$ cat src/rtl/cluster_rotate_ctrl_pkg.sv
// Shared definitions for the cluster mask rotation scheduler. The `define block
// mirrors DTEngine_defines.vh so job-control status readback can decode state codes.
`ifndef NUM_DTPU_CLUSTERS
`define NUM_DTPU_CLUSTERS 8
`endif
`ifndef CRC_ST_IDLE
`define CRC_ST_IDLE    3'd0
`define CRC_ST_ISSUE   3'd1
`define CRC_ST_WAIT    3'd2
`define CRC_ST_ROTATE  3'd3
`define CRC_ST_CAPTURE 3'd4
`define CRC_ST_DONE    3'd5
`endif

package cluster_rotate_ctrl_pkg;

    localparam int NUM_DTPU_CLUSTERS = `NUM_DTPU_CLUSTERS;

    typedef enum logic [2:0] {
        ST_IDLE    = `CRC_ST_IDLE,
        ST_ISSUE   = `CRC_ST_ISSUE,
        ST_WAIT    = `CRC_ST_WAIT,
        ST_ROTATE  = `CRC_ST_ROTATE,
        ST_CAPTURE = `CRC_ST_CAPTURE,
        ST_DONE    = `CRC_ST_DONE
    } state_e;

    // Unsupported rotate amounts collapse to 0 so the mask is reissued unchanged.
    function automatic int unsigned legal_step(int unsigned step, int unsigned num_clusters);
        if (step == 1 || step == 2 || (step == 4 && num_clusters == 8)) begin
            return step;
        end
        return 0;
    endfunction

endpackage

$ cat src/rtl/cluster_rotate_ctrl_if.sv
// Job-control and dispatch signals of the cluster rotation scheduler.
// master = job control / dispatch side, slave = the scheduler.
interface cluster_rotate_ctrl_if
    import cluster_rotate_ctrl_pkg::*;
#(
    parameter int NUM_CLUSTERS = NUM_DTPU_CLUSTERS,
    parameter int CLUSTER_BITS = 3,
    parameter int ROUND_BITS   = 16
);
    logic                    start;
    logic [NUM_CLUSTERS-1:0] start_mask;
    logic [CLUSTER_BITS-1:0] step;
    logic [ROUND_BITS-1:0]   num_rounds;
    logic                    abort;
    logic                    mask_ready;
    logic                    round_done;
    logic [NUM_CLUSTERS-1:0] mask_out;
    logic                    mask_valid;
    logic [ROUND_BITS-1:0]   round_idx;
    logic                    busy;
    logic                    done;

    modport master (
        output start, start_mask, step, num_rounds, abort, mask_ready, round_done,
        input  mask_out, mask_valid, round_idx, busy, done
    );

    modport slave (
        input  start, start_mask, step, num_rounds, abort, mask_ready, round_done,
        output mask_out, mask_valid, round_idx, busy, done
    );
endinterface

$ cat src/rtl/cluster_rotate_ctrl_rls.sv
// RLS: registered circular left rotator, one cycle latency; holds its output
// while shift_enable is low.
module RLS
    import cluster_rotate_ctrl_pkg::*;
#(
    parameter int DATA_WIDTH      = NUM_DTPU_CLUSTERS,
    parameter int DATA_WIDTH_BITS = 3
) (
    input  logic                       clk,
    input  logic                       rst_n,
    input  logic [DATA_WIDTH-1:0]      data_in,
    input  logic                       shift_enable,
    input  logic [DATA_WIDTH_BITS-1:0] shift_count,
    output logic [DATA_WIDTH-1:0]      data_out
);
    logic [2*DATA_WIDTH-1:0] doubled;

    assign doubled = {data_in, data_in} << shift_count;

    always_ff @(posedge clk) begin
        if (!rst_n) begin
            data_out <= '0;
        end else if (shift_enable) begin
            data_out <= doubled[2*DATA_WIDTH-1:DATA_WIDTH];
        end
    end
endmodule

$ cat src/rtl/cluster_rotate_ctrl.sv
// Round scheduler: offers the current cluster mask to dispatch, waits for round
// completion, and rotates the mask through an RLS instance between rounds.
module cluster_rotate_ctrl
    import cluster_rotate_ctrl_pkg::*;
#(
    parameter int NUM_CLUSTERS = NUM_DTPU_CLUSTERS,
    parameter int CLUSTER_BITS = 3,
    parameter int ROUND_BITS   = 16
) (
    input  logic                 clk,
    input  logic                 rst_n,
    cluster_rotate_ctrl_if.slave bus
);
    state_e                  state_q, state_d;
    logic [NUM_CLUSTERS-1:0] cur_mask_q, cur_mask_d;
    logic [CLUSTER_BITS-1:0] step_q, step_d;
    logic [ROUND_BITS-1:0]   nrounds_q, nrounds_d;
    logic [ROUND_BITS-1:0]   round_q, round_d;

    logic                    rot_en;
    logic [NUM_CLUSTERS-1:0] rot_data;
    logic [CLUSTER_BITS-1:0] rot_cnt;
    logic [NUM_CLUSTERS-1:0] rot_out;

    always_ff @(posedge clk) begin
        if (!rst_n) begin
            state_q    <= ST_IDLE;
            cur_mask_q <= '0;
            step_q     <= '0;
            nrounds_q  <= '0;
            round_q    <= '0;
        end else begin
            state_q    <= state_d;
            cur_mask_q <= cur_mask_d;
            step_q     <= step_d;
            nrounds_q  <= nrounds_d;
            round_q    <= round_d;
        end
    end

    always_comb begin
        state_d    = state_q;
        cur_mask_d = cur_mask_q;
        step_d     = step_q;
        nrounds_d  = nrounds_q;
        round_d    = round_q;
        // Abort keeps mask/round registers so the last offer stays observable.
        if (bus.abort) begin
            state_d = ST_IDLE;
        end else begin
            case (state_q)
                ST_IDLE: begin
                    if (bus.start) begin
                        cur_mask_d = bus.start_mask;
                        step_d     = CLUSTER_BITS'(legal_step(32'(bus.step), NUM_CLUSTERS));
                        nrounds_d  = bus.num_rounds;
                        round_d    = '0;
                        state_d    = (bus.num_rounds == '0) ? ST_DONE : ST_ISSUE;
                    end
                end
                ST_ISSUE: begin
                    if (bus.mask_ready) state_d = ST_WAIT;
                end
                ST_WAIT: begin
                    if (bus.round_done) begin
                        state_d = (round_q == nrounds_q - ROUND_BITS'(1)) ? ST_DONE : ST_ROTATE;
                    end
                end
                ST_ROTATE:  state_d = ST_CAPTURE;
                ST_CAPTURE: begin
                    cur_mask_d = rot_out;
                    round_d    = round_q + ROUND_BITS'(1);
                    state_d    = ST_ISSUE;
                end
                ST_DONE:    state_d = ST_IDLE;
                default:    state_d = ST_IDLE;
            endcase
        end
    end

    assign rot_en   = (state_q == ST_ROTATE);
    assign rot_data = rot_en ? cur_mask_q : '0;
    assign rot_cnt  = rot_en ? step_q : '0;

    RLS #(
        .DATA_WIDTH      (NUM_CLUSTERS),
        .DATA_WIDTH_BITS (CLUSTER_BITS)
    ) u_rls (
        .clk          (clk),
        .rst_n        (rst_n),
        .data_in      (rot_data),
        .shift_enable (rot_en),
        .shift_count  (rot_cnt),
        .data_out     (rot_out)
    );

    assign bus.mask_out   = cur_mask_q;
    assign bus.mask_valid = (state_q == ST_ISSUE);
    assign bus.round_idx  = round_q;
    assign bus.busy       = (state_q != ST_IDLE);
    assign bus.done       = (state_q == ST_DONE);
endmodule

$ cat src/flat_wrapper.sv
// flat-port wrapper written by rule: the top's interface ports become plain ports
module cluster_rotate_ctrl_flat import cluster_rotate_ctrl_pkg::*;
#(
    parameter int NUM_CLUSTERS = NUM_DTPU_CLUSTERS,
    parameter int CLUSTER_BITS = 3,
    parameter int ROUND_BITS   = 16
)
  (clk, rst_n, bus_start, bus_start_mask, bus_step, bus_num_rounds, bus_abort, bus_mask_ready, bus_round_done, bus_mask_out, bus_mask_valid, bus_round_idx, bus_busy, bus_done);
  cluster_rotate_ctrl_if #(.NUM_CLUSTERS(NUM_CLUSTERS), .CLUSTER_BITS(CLUSTER_BITS), .ROUND_BITS(ROUND_BITS)) bus_i ();
  input  logic clk;
  input  logic rst_n;
  input wire logic [$bits(bus_i.start)-1:0] bus_start;
  input wire logic [$bits(bus_i.start_mask)-1:0] bus_start_mask;
  input wire logic [$bits(bus_i.step)-1:0] bus_step;
  input wire logic [$bits(bus_i.num_rounds)-1:0] bus_num_rounds;
  input wire logic [$bits(bus_i.abort)-1:0] bus_abort;
  input wire logic [$bits(bus_i.mask_ready)-1:0] bus_mask_ready;
  input wire logic [$bits(bus_i.round_done)-1:0] bus_round_done;
  output wire logic [$bits(bus_i.mask_out)-1:0] bus_mask_out;
  output wire logic [$bits(bus_i.mask_valid)-1:0] bus_mask_valid;
  output wire logic [$bits(bus_i.round_idx)-1:0] bus_round_idx;
  output wire logic [$bits(bus_i.busy)-1:0] bus_busy;
  output wire logic [$bits(bus_i.done)-1:0] bus_done;
  assign bus_i.start = bus_start;
  assign bus_i.start_mask = bus_start_mask;
  assign bus_i.step = bus_step;
  assign bus_i.num_rounds = bus_num_rounds;
  assign bus_i.abort = bus_abort;
  assign bus_i.mask_ready = bus_mask_ready;
  assign bus_i.round_done = bus_round_done;
  assign bus_mask_out = bus_i.mask_out;
  assign bus_mask_valid = bus_i.mask_valid;
  assign bus_round_idx = bus_i.round_idx;
  assign bus_busy = bus_i.busy;
  assign bus_done = bus_i.done;
  cluster_rotate_ctrl #(.NUM_CLUSTERS(NUM_CLUSTERS), .CLUSTER_BITS(CLUSTER_BITS), .ROUND_BITS(ROUND_BITS)) u_core (.clk(clk), .rst_n(rst_n), .bus(bus_i));
endmodule
$ cat config.mk
export PLATFORM = sky130hd
export DESIGN_NAME = cluster_rotate_ctrl_flat
export DESIGN_NICKNAME = d
export VERILOG_FILES = /design/src/rtl/cluster_rotate_ctrl_pkg.sv /design/src/rtl/cluster_rotate_ctrl_if.sv /design/src/rtl/cluster_rotate_ctrl_rls.sv /design/src/rtl/cluster_rotate_ctrl.sv /design/src/flat_wrapper.sv
export SDC_FILE = /design/constraint.sdc
export NUM_CORES = 1
export LEC_CHECK = 0
export CAP_MARGIN = 5
export CORE_ASPECT_RATIO = 1.1
export CORE_UTILIZATION = 53
export DETAILED_ROUTE_END_ITERATION = 6
export MAX_ROUTING_LAYER = met4
export PLACE_DENSITY = 0.85
export SETUP_SLACK_MARGIN = 0.3
export SKIP_LAST_GASP = 1
export SYNTH_ARGS = -nofsm -noshare
export SYNTH_HDL_FRONTEND = slang
export SYNTH_HIERARCHICAL = 1
export SYNTH_SLANG_ARGS = --single-unit
$ cat constraint.sdc
create_clock -name clk -period 2.7 [get_ports clk]
set_input_delay 0.54 -clock clk [delete_from_list [all_inputs] [get_ports clk]]
set_output_delay 0.54 -clock clk [all_outputs]
set_load 0.01 [all_outputs]
; After elaboration in Yosys (flattened, before gate mapping)
; Index checks and enable logic that the tools add are counted.
[classes]
addsub = 2
n_eq_ne = 12
shifts = 1
muxes = 18
n_bitwise = 2
reduce_logical = 10
[ops]
columns = cell, count
row1 = case mux 16 bit (2 select lines), 1
row2 = two-way mux 3 bit, 8
row3 = adder 16 x 1 -> 16 bit (second input constant), 1
row4 = equality test 16 bit, 1
row5 = zero test 16 bit, 1
row6 = two-way mux 16 bit, 1
row7 = two-way mux 8 bit, 2
row8 = case mux 8 bit (2 select lines), 1
row9 = left shift 16 x 3 -> 16 bit, 1
row10 = subtractor 16 x 1 -> 16 bit (second input constant), 1
row11 = case mux 3 bit (5 select lines), 1
row12 = equality test 3 x 2 -> 1 bit (second input constant), 3
row13 = equality test 3 bit (second input constant), 3
row14 = AND reduction 3 bit, 3
row15 = equality test 3 x 1 -> 1 bit (second input constant), 2
row16 = != test 2 bit (second input constant), 3
row17 = two-way mux 1 bit, 4
row18 = zero test 3 bit, 1
row19 = nonzero test 3 bit, 1
row20 = logical OR 1 bit, 2
row21 = NOT 1 bit, 2
row22 = nonzero test 2 bit, 1
row23 = OR reduction 2 bit, 1
[totals]
ff_bits = 54
input_bits = 33
wordCells = 51

; Logic depth before layout (Yosys ltp)
[depth]
word_depth = 8
depth_mapped = 9

; Cells and area by module
; Netlist, hierarchy kept.
[modules_own_cells]
columns = mod, instances, cells_per_inst, area_per_inst_um2, seq_area_each_um2
row1 = cluster_rotate_ctrl, 1, 340, 2716.4, 920.9
row2 = RLS, 1, 44, 553.0, 160.2

; Worst setup path before layout
; No wires, ideal clock.
[synth_path]
path_type = reg2reg
from = reg u_core.state_q[0]
to = reg u_core.u_rls.data_out[3]
arrival_ps = 2246
path_slack_ps = 384
stages_incl_launch_ff = 9
path_buffers = 3
period_less_slack_ps = 2316
cell_sequence = dfxtp_1 -> clkbuf_1 -> inv_1 -> nor2_1 -> clkbuf_1 -> and2_1 -> clkbuf_1 -> mux4_1 -> a21oi_1
[synth_between]
elab_chain_cells = 3
[synth_lines]
columns = item, line_no
row1 = "start, declared", cluster_rotate_ctrl.sv:14  ; state_e state_q, state_d;
row2 = "start signal, assigned", cluster_rotate_ctrl.sv:33  ; state_q <= state_d;
row3 = equality test 3 x 2 -> 1 bit, cluster_rotate_ctrl.sv:81  ; assign rot_en = (state_q == ST_ROTATE);
row4 = net u_core.rot_en, cluster_rotate_ctrl.sv:20  ; logic rot_en;
row5 = two-way mux 3 bit, cluster_rotate_ctrl.sv:83  ; assign rot_cnt = rot_en ? step_q : '0;
row6 = net u_core.rot_cnt[0], cluster_rotate_ctrl.sv:22  ; logic [CLUSTER_BITS-1:0] rot_cnt;
row7 = left shift 16 x 3 -> 16 bit, cluster_rotate_ctrl_rls.sv:18  ; assign doubled = {data_in, data_in} << shift_count;
row8 = "end signal, assigned", cluster_rotate_ctrl_rls.sv:24  ; data_out <= doubled[2*DATA_WIDTH-1:DATA_WIDTH];
row9 = "end, declared", cluster_rotate_ctrl_rls.sv:14  ; output logic [DATA_WIDTH-1:0] data_out
; The timed path passes the listed nets, and every way through them passes these cells.
; A chain may end at the register's enable or synchronous reset.

; Worst setup path in the final report
[layout_path]
from = reg u_core.state_q[0]
to = out bus_mask_valid
[layout_between]
elab_chain_cells = 1
[layout_lines]
columns = item, line_no
row1 = equality test 3 x 1 -> 1 bit, cluster_rotate_ctrl.sv:98  ; assign bus.mask_valid = (state_q == ST_ISSUE);
row2 = "end, declared", flat_wrapper.sv:20  ; output wire logic [$bits(bus_i.mask_valid)-1:0] bus_mask_valid;
; Every way passes these cells.

==> metrics <==
outcome=complete, no violations; Setup TNS=0 ps; Achievable Freq=about 0.44 GHz; post-CTS setup buffers=0; Num CTS Buffers=5; Core Area=around 6000 sq um; share of layout cells above drive strength 1=5.75%; CP arrival=~1700 ps; worst min path class=register to register; GR Overflow Total=0; Mapped Avg Cell Area=~8.5 sq um; Area after DPL=3920 sq um; Post-Syn Nets=around 420; vias in the first global route=approximately 2,800; period utilization=about 83%; Clock Skew=between 6 and 7 ps; register area=between 1000 and 1500 sq um; initial cell density of the core=between 50% and 60%; first-pass GRT wire length=12,900 um; Max-cap violations=0; flop2flop setup slack=460 ps; RSZ-0062 raised after global routing=false; Total GRT Usage=about 25%; diode count=0; Clock Sinks=54; Final Max Slew Viols=0; initial antenna violation count=0; final setup vio count=0; area of the multi-input gates=2090 sq um; adder-cell share of the synthesized area=less than 1%; number of port buffers=59; Post-synth EDFFs=0; commonest non-fill, non-tap cell in the layout=clkdlybuf4s50_1; most frequent cells in the layout=clkdlybuf4s50_1 (59), nand2_1 (53), dfxtp_1 (52); die height=84.4 um; Hold Crit Endpoint=u_core/step_q[2]$_SDFFE_PN0P_; Primary FF master, synth=dfxtp_1; compound-gate portion of the synthesized area=between 10% and 20%; RD Place Congestion=roughly 0.89; crit path kind=register to output pin; largest family of logic cells by synthesized area=simple AND/OR/NAND/NOR gates; worst slew pin tran=just over 600 ps; post-layout min period=around 2300 ps; Post-Route WL=between 7000 and 8000 um; HP Start=u_core/step_q[2]$_SDFFE_PN0P_; largest net degree at the start of global routing=25; Clk pwr share=27.5%; Net count, final=470; 1st-pass router iterations=4; sw frac=a little over a quarter; yosys warns=6; DPL Wire Length=roughly 5700 um; Logic pwr share=just under 20%; Die Width=slightly below 80 um; Int Pwr=between 1000 and 1500 uW; vias per inst=~5.8; WL per Instance=~15 um; Rows=29; Startpoint Class=register; Syn Inst Count=between 300 and 400; drt first-iter violations=approximately 190; leak pwr=0.00141 uW; Ports=60; sw power=roughly 440 uW; distinct cell type count after synthesis=44; worst vdd ir=about 0.29 mV; Skew-Pair Late Insertion Delay=~310 ps; Worst Setup End Kind=output pin; PwrDens=398 nW/um^2; Finished Cell Area=between 4000 and 5000 sq um; Reg2Reg Depth=8; P&R area growth vs syn=23.2%; drc violations=0; final hold violations=0; Max Root-Sink Buffers=2; Relative slew margins=approximately 59%; top cells by area, synth=dfxtp_1 (33%), mux4_1 (6.4%), nand2_1 (6.1%); die area=6490 sq um; clock tree root buffer cell=clkbuf_8; CTS tree=yes; via count=a little under 3,000; part of the Yosys area used for sequential elements=between 30% and 40%; post-synthesis register bit count=54; FFs w/ async S/R, synth=0%; mux contribution to synthesized area=between 10% and 20%; part of the power in registers=between 50% and 60%; required time at the worst-slack endpoint=2160 ps; Post-Syn Area=approximately 3300 sq um; reg2reg end=u_core/state_q[2]$_SDFFE_PP0P_; Routed Antenna Nets=0; Worst-path clk slew=approximately 100 ps; # hold bufs at CTS=0; largest area contributor in the netlist=dfxtp_1; Critical R2R Launch=u_core/nrounds_q[0]$_SDFFE_PN0P_; CTS H-tree lvls=2; Hold Path Depth=2; fraction of the mapped netlist area in simple logic gates=about a quarter; xor and xnor area share after synthesis=around 8%; CP max FO=12; Filler cells=around 470; Yosys top cell area share=33.1%
==> cell type report <==
cell class / instances / share of cell area (%)
sequential: 54 / 26.9
inverter: 8 / 0.746
multi-input combinational: 299 / 51.8
clock inverter: 1 / 0.186
timing repair buffer: 67 / 16.2
tap: 77 / 2.39
clock buffer: 6 / 1.80
==> kinds of logic after synthesis <==
logic type | Yosys count
buf+inv | 31
xor+xnor | 30
simple gates | 162
compound gates | 80
flops | 54
mux | 25
fa+ha+maj | 2
==> how the worst max path moves through the flow <==
stage / endpoint / cells past startpoint / slack [ps] / startpoint
finish: bus_mask_valid / 3 / 450 / u_core/state_q[0]$_SDFFE_PP0P_
global route: u_core/u_rls/data_out[0]$_SDFFE_PN0P_ / 7 / 260 / u_core/state_q[1]$_SDFFE_PP0P_
CTS: u_core/state_q[2]$_SDFFE_PP0P_ / 8 / 350 / u_core/nrounds_q[0]$_SDFFE_PN0P_
detailed placement: u_core/bus.round_idx[13]$_SDFFE_PN0P_ / 6 / 320 / bus_abort
global placement: u_core/bus.round_idx[13]$_SDFFE_PN0P_ / 6 / 340 / bus_abort
floorplan: u_core/u_rls/data_out[3]$_SDFFE_PN0P_ / 8 / 380 / u_core/state_q[0]$_SDFFE_PP0P_
==> power groups by stage <==
stage	Clock [uW]	Combinational, uW	Sequential, uW
finish	441	309	852
floorplan	0	185	861
CTS	452	304	850
global placement	0	300	867
global route	480	336	855
detailed placement	0	303	868
==> synth_stat cells, drive strengths merged (6+ instances only) <==
master  count
nor2       26
and2       13
nor3        7
nand4       6
o211a       8
mux2i      17
a21oi      19
or3         7
nor4        8
nand2      53
a21boi     21
dfxtp      54
mux4        8
inv         8
xor2       15
or4         6
nand3      11
o21ai      19
clkbuf     19
nand2b      6
xnor2      15
==> registers in the layout, indices dropped and copies added (netlist names) <==
| register | flops |
|---|---|
| u_core/bus.round_idx | 16 |
| u_core/nrounds_q | 16 |
| u_core/bus.mask_out | 8 |
| u_core/u_rls/data_out | 8 |
| u_core/state_q | 3 |
| u_core/step_q | 3 |
==> metrics by stage <==
stage          utilization [%]  worst slack, ps  power (uW)  cells  hold slack (ps)
2_1_floorplan                -              384        1050    384              436
3_3_place_gp              67.1              342        1170    505              450
3_5_place_dp              67.1              317        1170    505              464
4_1_cts                   68.5              351        1610    512              476
5_1_grt                   68.9              261        1670    512              491
6_report                  68.9              449        1600    512              477
==> worst max-delay path, cell delays in order (launching register included) <==
cell             delay (ps)
dfxtp_2                 460
inv_1                   100
nor3_1                  240
clkdlybuf4s50_1         590
==> metal layers <==
layer | GRT usage (%) | share of wire [%]
met1 | 31.5 | 46
met2 | 41.8 | 48
met3 | 3.80 | 4.7
met4 | 7.52 | 1.4
met5 | - | 0
==> timing repair <==
item / CTS / global route
hold endpoints to repair: 0 / 0
endpoints found under the setup margin: 1 / 6
pin swaps: 0 / 0
resized for setup: 1 / 6
(Power assumes the default switching activity.)
